--- config.mk ---
export PLATFORM = sky130hd
export DESIGN_NAME = ram_fifo_ctrl
export DESIGN_NICKNAME = d
export VERILOG_FILES = /design/src/rtl/ram_fifo_ctrl_pkg.sv /design/src/rtl/ram_fifo_ctrl.sv
export SDC_FILE = /design/constraint.sdc
export NUM_CORES = 1
export LEC_CHECK = 0
export ABC_AREA = 0
export CAP_MARGIN = 30
export CORE_MARGIN = 3
export CORE_UTILIZATION = 30
export DETAILED_ROUTE_END_ITERATION = 16
export PLACE_DENSITY = 0.74
export SETUP_SLACK_MARGIN = 0.5
export SYNTH_ARGS = -nofsm -noshare
export SYNTH_HDL_FRONTEND = slang
export SYNTH_SLANG_ARGS = --single-unit
export TNS_END_PERCENT = 20
--- constraint.sdc ---
create_clock -name clk -period 3.88 [get_ports clk]
set_input_delay 0.388 -clock clk [delete_from_list [all_inputs] [get_ports clk]]
set_output_delay 0.388 -clock clk [all_outputs]
set_load 0.01 [all_outputs]
--- src/rtl/ram_fifo_ctrl_pkg.sv ---
// Shared sizing constants and flag payload for the RAM-backed FIFO controller.
package ram_fifo_ctrl_pkg;

  localparam int unsigned FIFO_DATA_W       = 16;
  localparam int unsigned FIFO_ADDR_W       = 8;
  localparam int unsigned FIFO_DEPTH        = 1 << FIFO_ADDR_W;
  localparam int unsigned FIFO_AFULL_THRESH = 240;

  typedef struct packed {
    logic full;
    logic empty;
    logic almost_full;
  } fifo_flags_t;

endpackage

--- src/rtl/ram_fifo_ctrl.sv ---
// Push/pop controller that turns a registered-read dual-port RAM into a synchronous FIFO.
// Owns pointers, occupancy, status flags and the read-valid strobe; the RAM lives in the parent.
module ram_fifo_ctrl
  import ram_fifo_ctrl_pkg::*;
#(
  parameter int unsigned DATA_W       = FIFO_DATA_W,
  parameter int unsigned ADDR_W       = FIFO_ADDR_W,
  parameter int unsigned AFULL_THRESH = FIFO_AFULL_THRESH
) (
  input  logic              clk,
  input  logic              rst_n,
  input  logic              push,
  input  logic [DATA_W-1:0] din,
  input  logic              pop,
  output logic [DATA_W-1:0] dout,
  output logic              dout_valid,
  output logic              full,
  output logic              empty,
  output logic              almost_full,
  output logic [ADDR_W:0]   count,
  output logic              overflow,
  output logic              underflow,
  output logic              ram_we,
  output logic [ADDR_W-1:0] ram_write_addr,
  output logic [DATA_W-1:0] ram_din,
  output logic [ADDR_W-1:0] ram_read_addr,
  input  logic [DATA_W-1:0] ram_dout
);

  localparam int unsigned CNT_W = ADDR_W + 1;
  localparam int unsigned DEPTH = 1 << ADDR_W;

  logic [ADDR_W-1:0] wr_ptr;
  logic [ADDR_W-1:0] rd_ptr;
  logic [CNT_W-1:0]  count_q;
  logic [CNT_W-1:0]  count_nxt;
  fifo_flags_t       flags_q;
  fifo_flags_t       flags_nxt;
  logic              pop_acc;
  logic              push_acc;
  logic              dout_valid_q;
  logic              overflow_q;
  logic              underflow_q;

  // Accept decisions and next occupancy; a pop frees the slot a full-FIFO push needs.
  always_comb begin
    pop_acc               = pop & ~flags_q.empty;
    push_acc              = push & (~flags_q.full | pop_acc);
    count_nxt             = count_q + CNT_W'(push_acc) - CNT_W'(pop_acc);
    flags_nxt.full        = (count_nxt == CNT_W'(DEPTH));
    flags_nxt.empty       = (count_nxt == '0);
    flags_nxt.almost_full = (count_nxt >= CNT_W'(AFULL_THRESH));
  end

  // Flags are registered from the next count so they track the count register exactly.
  always_ff @(posedge clk) begin
    if (!rst_n) begin
      wr_ptr            <= '0;
      rd_ptr            <= '0;
      count_q           <= '0;
      flags_q.full      <= 1'b0;
      flags_q.empty     <= 1'b1;
      flags_q.almost_full <= 1'b0;
      dout_valid_q      <= 1'b0;
      overflow_q        <= 1'b0;
      underflow_q       <= 1'b0;
    end else begin
      if (push_acc) wr_ptr <= wr_ptr + ADDR_W'(1);
      if (pop_acc)  rd_ptr <= rd_ptr + ADDR_W'(1);
      count_q      <= count_nxt;
      flags_q      <= flags_nxt;
      dout_valid_q <= pop_acc;
      overflow_q   <= overflow_q | (push & flags_q.full & ~pop_acc);
      underflow_q  <= underflow_q | (pop & flags_q.empty);
    end
  end

  // RAM drive is combinational so the write and read land on the accepting edge.
  assign ram_we         = push_acc;
  assign ram_write_addr = wr_ptr;
  assign ram_din        = din;
  assign ram_read_addr  = rd_ptr;

  assign dout        = ram_dout;
  assign dout_valid  = dout_valid_q;
  assign full        = flags_q.full;
  assign empty       = flags_q.empty;
  assign almost_full = flags_q.almost_full;
  assign count       = count_q;
  assign overflow    = overflow_q;
  assign underflow   = underflow_q;

endmodule

# Yosys cells after proc, flatten, opt, wreduce, memory -nomap -nowiden
# Cells that the tools add are included.
[classes]
n_lt_le_gt_ge = 1
eq_ne = 1
n_bitwise = 11
addsub = 4
n_reduce_logical = 1
[op_table]
columns = ["cell", "count"]
rows = [
  ["adder 8 x 1 -> 8 bit (second input constant)", 2],
  ["adder 9 x 1 -> 9 bit", 1],
  ["equality test 9 bit (second input constant)", 1],
  ["greater-or-equal comparator 9 x 8 -> 1 bit (second input constant)", 1],
  ["logical NOT 9 bit", 1],
  ["subtractor 9 x 1 -> 9 bit", 1],
  ["AND 1 bit", 5],
  ["inverter 1 bit", 3],
  ["bitwise OR 1 bit", 3],
]
[word_totals]
in_bits = 36
elab_cells = 27
output_inout_bits = 64
reg_bits = 31

# Logic depth before layout (Yosys ltp)
# Gate-level depths: netlist of the first run.
[depth]
word_depth = 7
ltp_mapped = 13
mapped_depth_nobuf = 13

# Worst setup path after synthesis of the first run
# No wires, ideal clock.
[synth_timing]
path_type = "flip-flop to flip-flop"
from = "reg empty (netlist name)"
to = "reg full (netlist name)"
arrival_ns = 3.080
synth_period_minus_slack_ns = 3.140
setup_time_ns = 0.060
path_buffers = 0
required_time_ns = 3.820
path_stages_with_launch = 14
setup_slack_ns = 0.740
path_cell_list = "dfxtp_1 -> nand2b_1 -> a21boi_2 -> inv_1 -> ha_1 -> inv_1 -> ha_1 -> fa_1 -> a21oi_1 -> o21bai_1 -> xor2_1 -> or4_1 -> nor3_1 -> and3_1"
[synth_via]
elab_chain_cells = 7
[synth_lines]
columns = ["item", "line_no", "text"]
rows = [
  ["inverter 1 bit", "ram_fifo_ctrl.sv:47", "pop_acc = pop & ~flags_q.empty;"],
  ["AND 1 bit", "ram_fifo_ctrl.sv:47", ""],
  ["bitwise OR 1 bit", "ram_fifo_ctrl.sv:48", "push_acc = push & (~flags_q.full | pop_acc);"],
  ["AND 1 bit", "ram_fifo_ctrl.sv:48", ""],
  ["named net ram_we", "ram_fifo_ctrl.sv:23", "output logic ram_we,"],
  ["adder 9 x 1 -> 9 bit", "ram_fifo_ctrl.sv:49", "count_nxt = count_q + CNT_W'(push_acc) - CNT_W'(pop_acc);"],
  ["subtractor 9 x 1 -> 9 bit", "ram_fifo_ctrl.sv:49", ""],
  ["equality test 9 bit", "ram_fifo_ctrl.sv:50", "flags_nxt.full = (count_nxt == CNT_W'(DEPTH));"],
]
# The timed path passes the listed nets, and every way through them passes these cells.
# A chain may end at the register's enable or synchronous reset.

# Worst setup path in the final report of the first run
[layout_timing]
from = "in push"
to = "reg full (netlist name)"
[layout_via]
elab_chain_cells = 4
[layout_lines]
columns = ["item", "line_no", "text"]
rows = [
  ["from (decl)", "ram_fifo_ctrl.sv:12", "input logic push,"],
  ["AND 1 bit", "ram_fifo_ctrl.sv:48", ""],
  ["adder 9 x 1 -> 9 bit", "ram_fifo_ctrl.sv:49", ""],
  ["subtractor 9 x 1 -> 9 bit", "ram_fifo_ctrl.sv:49", ""],
  ["equality test 9 bit", "ram_fifo_ctrl.sv:50", ""],
]
# Every way passes these cells.

==> run_results.csv, run 1 <==
group,metric,value,unit
synthesis,yosys_warnings,0,
route,vias,1201,
clock_tree,cts_root_buf,"clkbuf_8",
clock_tree,clockBufferDepth,2,
synthesis,ys_ff_latch,31,
clock_tree,clkSinkCount,31,
critical_path,crit_type,"primary input to flip-flop",
hold_path,min_path_type,"flip-flop to flip-flop",
clock_tree,cts_resized,0,
pwr,powerDensity,683,nW/um^2
clock_tree,cts_hold_buf,0,
final_layout,multi_input_area,852,sq um
global_route,first_global_vias,1170,
timing,tightestPinTransition,870,ps
die,die-area,6800,sq um
pwr,cellLeakagePower,0.851,nW
critical_path,worst_setup_path_start_kind,"primary input",
die,die_height,82.5,um
timing,drv_slew,0,
clock_tree,numCtsBuffers,5,
route,drtIter0Drc,43,
placement,dp_hpwl,2.44,mm
final_layout,register_area,621,sq um
timing,maxSlewHeadroom,0.418,
timing,setup_slack,780,ps
outcome,status,"complete, no violations",
global_route,grt_pass1_wl,5.14,mm
die,pin_count,100,
timing,skew,5.67,ps
run,cap_violations,0,
final_layout,finalNetCount,245,
clock_tree,insertion_delay,280,ps
synthesis,syn_inst,189,
critical_path,cp_max_fo,3,
global_route,grt_max_degree,32,
global_route,antenna_found_initial,0,
final_layout,largest_reg_flops,9,
placement,pre_cts_slack,335,ps
route,firstDrtPassIters,3,
final_layout,utilization,0.374,
critical_path,cp_data_arrival_time,3320,ps
pwr,ir_drop,0.304,mV
route,wl_per_cell,11.8,um
final_layout,area_delta_synth_final,18.9,%
die,coreArea,5570,sq um
synthesis,ys_seq_area_frac,0.354,
placement,dp_cells,262,
placement,port_buffers,35,
timing,tns,0,ps
timing,rsz0062_at_grt,"no",
final_layout,mostFrequentLayoutCells,"clkdlybuf4s50_1 (34), dfxtp_1 (31), and2_1 (23)",
synthesis,avgSynthCellArea,9.28,sq um
die,fp.dieW,82.5,um
final_layout,nFillCells,560,
timing,max_freq,323,MHz
timing,setup_viol,0,
route,wirelength,3.19,mm
final_layout,diodes,0,
global_route,grtUsageTotal,0.0991,
synthesis,syn_area,1750,sq um
pwr,total_power,0.00142,W
die,row_count,27,
placement,routabilityCongestion,0.778,
timing,period_share,0.799,
die,start_util,0.315,
final_layout,layout-drive-gt1-share,0.0859,
critical_path,end_kind,"flip-flop",
clock_tree,postCtsSetupRepairBufs,0,
global_route,grt_remaining_overflow,0,
timing,hold_viol,0,
synthesis,yosysUniqueCellTypes,35,
final_layout,layout_commonest_cell,"clkdlybuf4s50_1",
critical_path,crit_required,4100,ps
route,drc,0,
route,ant_nets,0,
clock_tree,cts_tree,"built",
route,via_per_inst,4.45,
synthesis,syn-num-nets,237,
final_layout,fin_cells,270,
timing,post-route-min-period,3100,ps
clock_tree,htree_levels,2,
clock_tree,clkSlewWorstSetupHoldPaths,60,ps
Yosys cell counts:
master | count | area share
buf_4 | 32 | 0.14
dfxtp_1 | 31 | 0.35
and2_1 | 23 | 0.082
xnor2_1 | 14 | 0.070
inv_1 | 12 | 0.026
ha_1 | 11 | 0.078
nand2_1 | 8 | 0.017
xor2_1 | 7 | 0.035
a21oi_1 | 6 | 0.017
nand3_1 | 4 | 0.011
nand4_1 | 4 | 0.014
nor2b_1 | 4 | 0.014
and3_1 | 3 | 0.011
clkbuf_1 | 3 | 0.0064
nor2_1 | 3 | 0.0064
o21ai_0 | 3 | 0.0086
and2_2 | 2 | 0.0086
and4_1 | 2 | 0.010
a211oi_2 | 1 | 0.0071
a21boi_0 | 1 | 0.0043
a21boi_2 | 1 | 0.0064
a21oi_4 | 1 | 0.0093
a31oi_1 | 1 | 0.0036
a32o_1 | 1 | 0.0057
fa_1 | 1 | 0.011
mux2i_1 | 1 | 0.0057
nand2b_1 | 1 | 0.0036
nand4b_1 | 1 | 0.0050
nor3_1 | 1 | 0.0029
o211ai_1 | 1 | 0.0043
o21bai_1 | 1 | 0.0043
o31ai_2 | 1 | 0.0071
o41ai_1 | 1 | 0.0050
or3_1 | 1 | 0.0036
or4_1 | 1 | 0.0043
final timing paths:
kind | startpoint | end | slack (ps) | depth (start not counted)
worst max-delay path | push | full | 780 | 13
worst min-delay path | underflow | underflow | 510 | 2
worst max register to register | empty | full | 880 | 13
worst min register to register | underflow | underflow | 510 | 2
power breakdown:
| group | internal [W] | switching [W] |
|---|---|---|
| clock network | 0.000208 | 0.000121 |
| registers | 0.000370 | 0.0000362 |
| logic | 0.000327 | 0.000361 |
layout make-up:
type,count,share of cell area
Multi-Input combinational cell,111,0.409
Timing Repair Buffer,36,0.173
Inverter,12,0.0216
Clock buffer,6,0.0396
Clock inverter,2,0.0168
Sequential cell,31,0.298
Tap cell,72,0.0432
metrics by stage:
| step | instance area, sq um | hold slack [ps] |
|---|---|---|
| 3_5_place_dp | 1950 | 494 |
| 4_1_cts | 2070 | 510 |
| 3_3_place_gp | 1950 | 480 |
| 2_1_floorplan | 1750 | 511 |
| 5_1_grt | 2090 | 521 |
| 6_report | 2090 | 507 |
logic make-up after synthesis:
kind of cell	after synthesis	share of synthesized area
DFF	31	0.354
adders and majority gates	12	0.0899
and+or+nand+nor	58	0.194
AOI/OAI and AO/OA	19	0.0827
muxes	1	0.00571
buffers and inverters	47	0.169
xor gates and xnor gates	21	0.105
worst max-delay path, cell delays in order:
cell             delay (ps)
clkdlybuf4s50_1         480
a21boi_2                170
inv_1                    50
ha_1                    260
inv_1                    40
ha_1                    210
fa_1                    400
a21oi_1                 190
o21bai_1                 90
xor2_1                  160
or4_1                   550
nor3_1                  160
and3_1                  160
layer usage:
layer / track usage / wire [um] / up-vias
met4: 0.0415 / 55 / 0
li1: - / - / 610
met5: 0 / 0 / -
met2: 0.163 / 1410 / 40
met1: 0.116 / 1500 / 540
met3: 0.0347 / 224 / 11
(Power assumes the default switching activity.)
==> run 2, diff against run 1 <==
Settings changed: PLACE_DENSITY 0.74 to 0.76.
Clock period 3.88 ns to 2.65 ns, I/O delays scaled along.
==> run_results.csv, run 2 (same netlist as run 1, synthesis figures left out) <==
group,metric,value,unit
placement,routabilityCongestion,0.767,
route,routed-wl-met2,1.52,mm
die,coreArea,5570,sq um
die,start_util,0.315,
outcome,status,"complete, but fails checks",
timing,maxSlewHeadroom,0.662,
pwr,ir_drop,0.412,mV
timing,drv_slew,0,
timing,hold_viol,0,
critical_path,worstReg2RegEnd,"full",
pwr,total_power,0.00223,W
final_layout,utilization,0.392,
clock_tree,clkSinkCount,31,
route,highest_layer,"met4",
route,drt-met1-wl,1.43,mm
final_layout,diodes,0,
critical_path,cp_data_arrival_time,2960,ps
route,wirelength,3.34,mm
critical_path,cp_max_fo,2,
timing,setup_slack,-85.7,ps
clock_tree,clkSlewWorstSetupHoldPaths,70,ps
route,via_per_inst,4.54,
timing,skew,6.66,ps
die,die_height,82.5,um
die,row_count,27,
global_route,grtUsageTotal,0.107,
critical_path,crit_start,"empty",
pwr,powerDensity,1020,nW/um^2
timing,timing.hold.ws,445,ps
critical_path,end_kind,"flip-flop",
run,cap_violations,0,
placement,port_buffers,35,
outcome,violations,"negative setup slack",
final_layout,fin_cells,281,
final_layout,layout-drive-gt1-share,0.177,
timing,setup_viol,2,
route,ant_nets,0,
critical_path,ff2ff_setup_slack,-90,ps
critical_path,crit_type,"flip-flop to flip-flop",
clock_tree,clockBufferDepth,2,
clock_tree,cts_hold_buf,0,
critical_path,worst_setup_path_start_kind,"flip-flop",
final_layout,layout_commonest_cell,"clkdlybuf4s50_1",
die,die-area,6800,sq um
route,wl_met3,348,um
hold_path,min_path_type,"primary input to flip-flop",
timing,rsz0062_at_grt,"yes",
critical_path,cp_slowest_cell,"or4_4",
critical_path,r2r_start,"empty",
global_route,grt_pass1_wl,5.62,mm
critical_path,path_cells,"nand2b_4 > a21boi_4 > inv_1 > ha_1 > inv_2 > ha_4 > fa_2 > a21oi_2 > o21bai_1 > xor2_1 > or4_4 > nor3_4 > and3_1",
final_layout,area_delta_synth_final,24.5,%
final_layout,largest_reg_flops,9,
final_layout,finalNetCount,256,
die,fp.dieW,82.5,um
placement,dp_cells,273,
clock_tree,htree_levels,2,
route,drtIter0Drc,43,
placement,pre_cts_slack,-578,ps
global_route,grt_remaining_overflow,0,
die,pin_count,100,
critical_path,reg2reg_depth,13,
route,firstDrtPassIters,4,
pwr,cellLeakagePower,0.888,nW
global_route,first_global_vias,1272,
clock_tree,cts_root_buf,"clkbuf_8",
critical_path,cp_slowest_stage_delay,550,ps
placement,dp_hpwl,2.65,mm
route,drc,0,
clock_tree,numCtsBuffers,5,
timing,period_share,1.03,
clock_tree,postCtsSetupRepairBufs,0,
timing,tightestPinTransition,504,ps
route,vias,1276,
timing,max_freq,366,MHz
timing,post-route-min-period,2740,ps
global_route,antenna_found_initial,0,
final_layout,mostFrequentLayoutCells,"clkdlybuf4s50_1 (33), dfxtp_1 (30), and2_1 (22)",
critical_path,crit_end,"full",
clock_tree,insertion_delay,280,ps
critical_path,crit_required,2870,ps
global_route,grt_max_degree,24,
clock_tree,cts_tree,"built",
route,wl_per_cell,11.9,um
## run 2: area by class of cell
cell class	count	area, sq um
clock buffers	5	68.8
clock inverters	3	20.0
fillers	550	3390
inverters	12	45.0
multi-input cells	111	900
flip-flops and latches	31	622
well taps	72	90.1
repair buffers	47	438
## run 2: worst min-delay path by stage
stage	cells past startpoint	slack (ps)	endpoint	from
after floorplan	1	410	count[6]	rst_n
after global placement	2	470	underflow	underflow
after detailed placement	2	480	overflow	overflow
after CTS	3	430	overflow	push
after global routing	3	490	overflow	push
final	3	450	overflow	push
## run 2: layer usage
metal,up-vias,GRT usage
met2,51,0.165
li1,627,-
met3,8,0.0597
met5,-,0
met4,0,0.0365
met1,590,0.125
## run 2: timing repair
item | CTS | global route
pin swaps | 5 | 2
endpoints found under the setup margin | 9 | 9
resized for setup | 9 | 2
## run 2: worst max-delay path, delay by kind of cell (launching register included)
family	cells	cell delay (ps)
AND/OR/NAND/NOR	4	980
adder cells (fa/ha/maj)	3	780
AO/OA/AOI/OAI	3	340
flip-flops	1	320
XOR/XNOR	1	160
buffers and inverters	2	90
## run 2: where the power goes
part	internal [W]	switching (W)
Clock	0.000182	0.000183
Combinational	0.000643	0.000631
Sequential	0.000542	0.0000527
Total	0.00137	0.000867
## run 2: metrics by stage
| step | TNS [ps] | instance area [sq um] |
|---|---|---|
| 4_1_cts | -252 | 2170 |
| 3_5_place_dp | -2420 | 2060 |
| 6_report | -142 | 2180 |
| 3_3_place_gp | -2160 | 2060 |
| 5_1_grt | -827 | 2180 |
| 2_1_floorplan | -486 | 1780 |
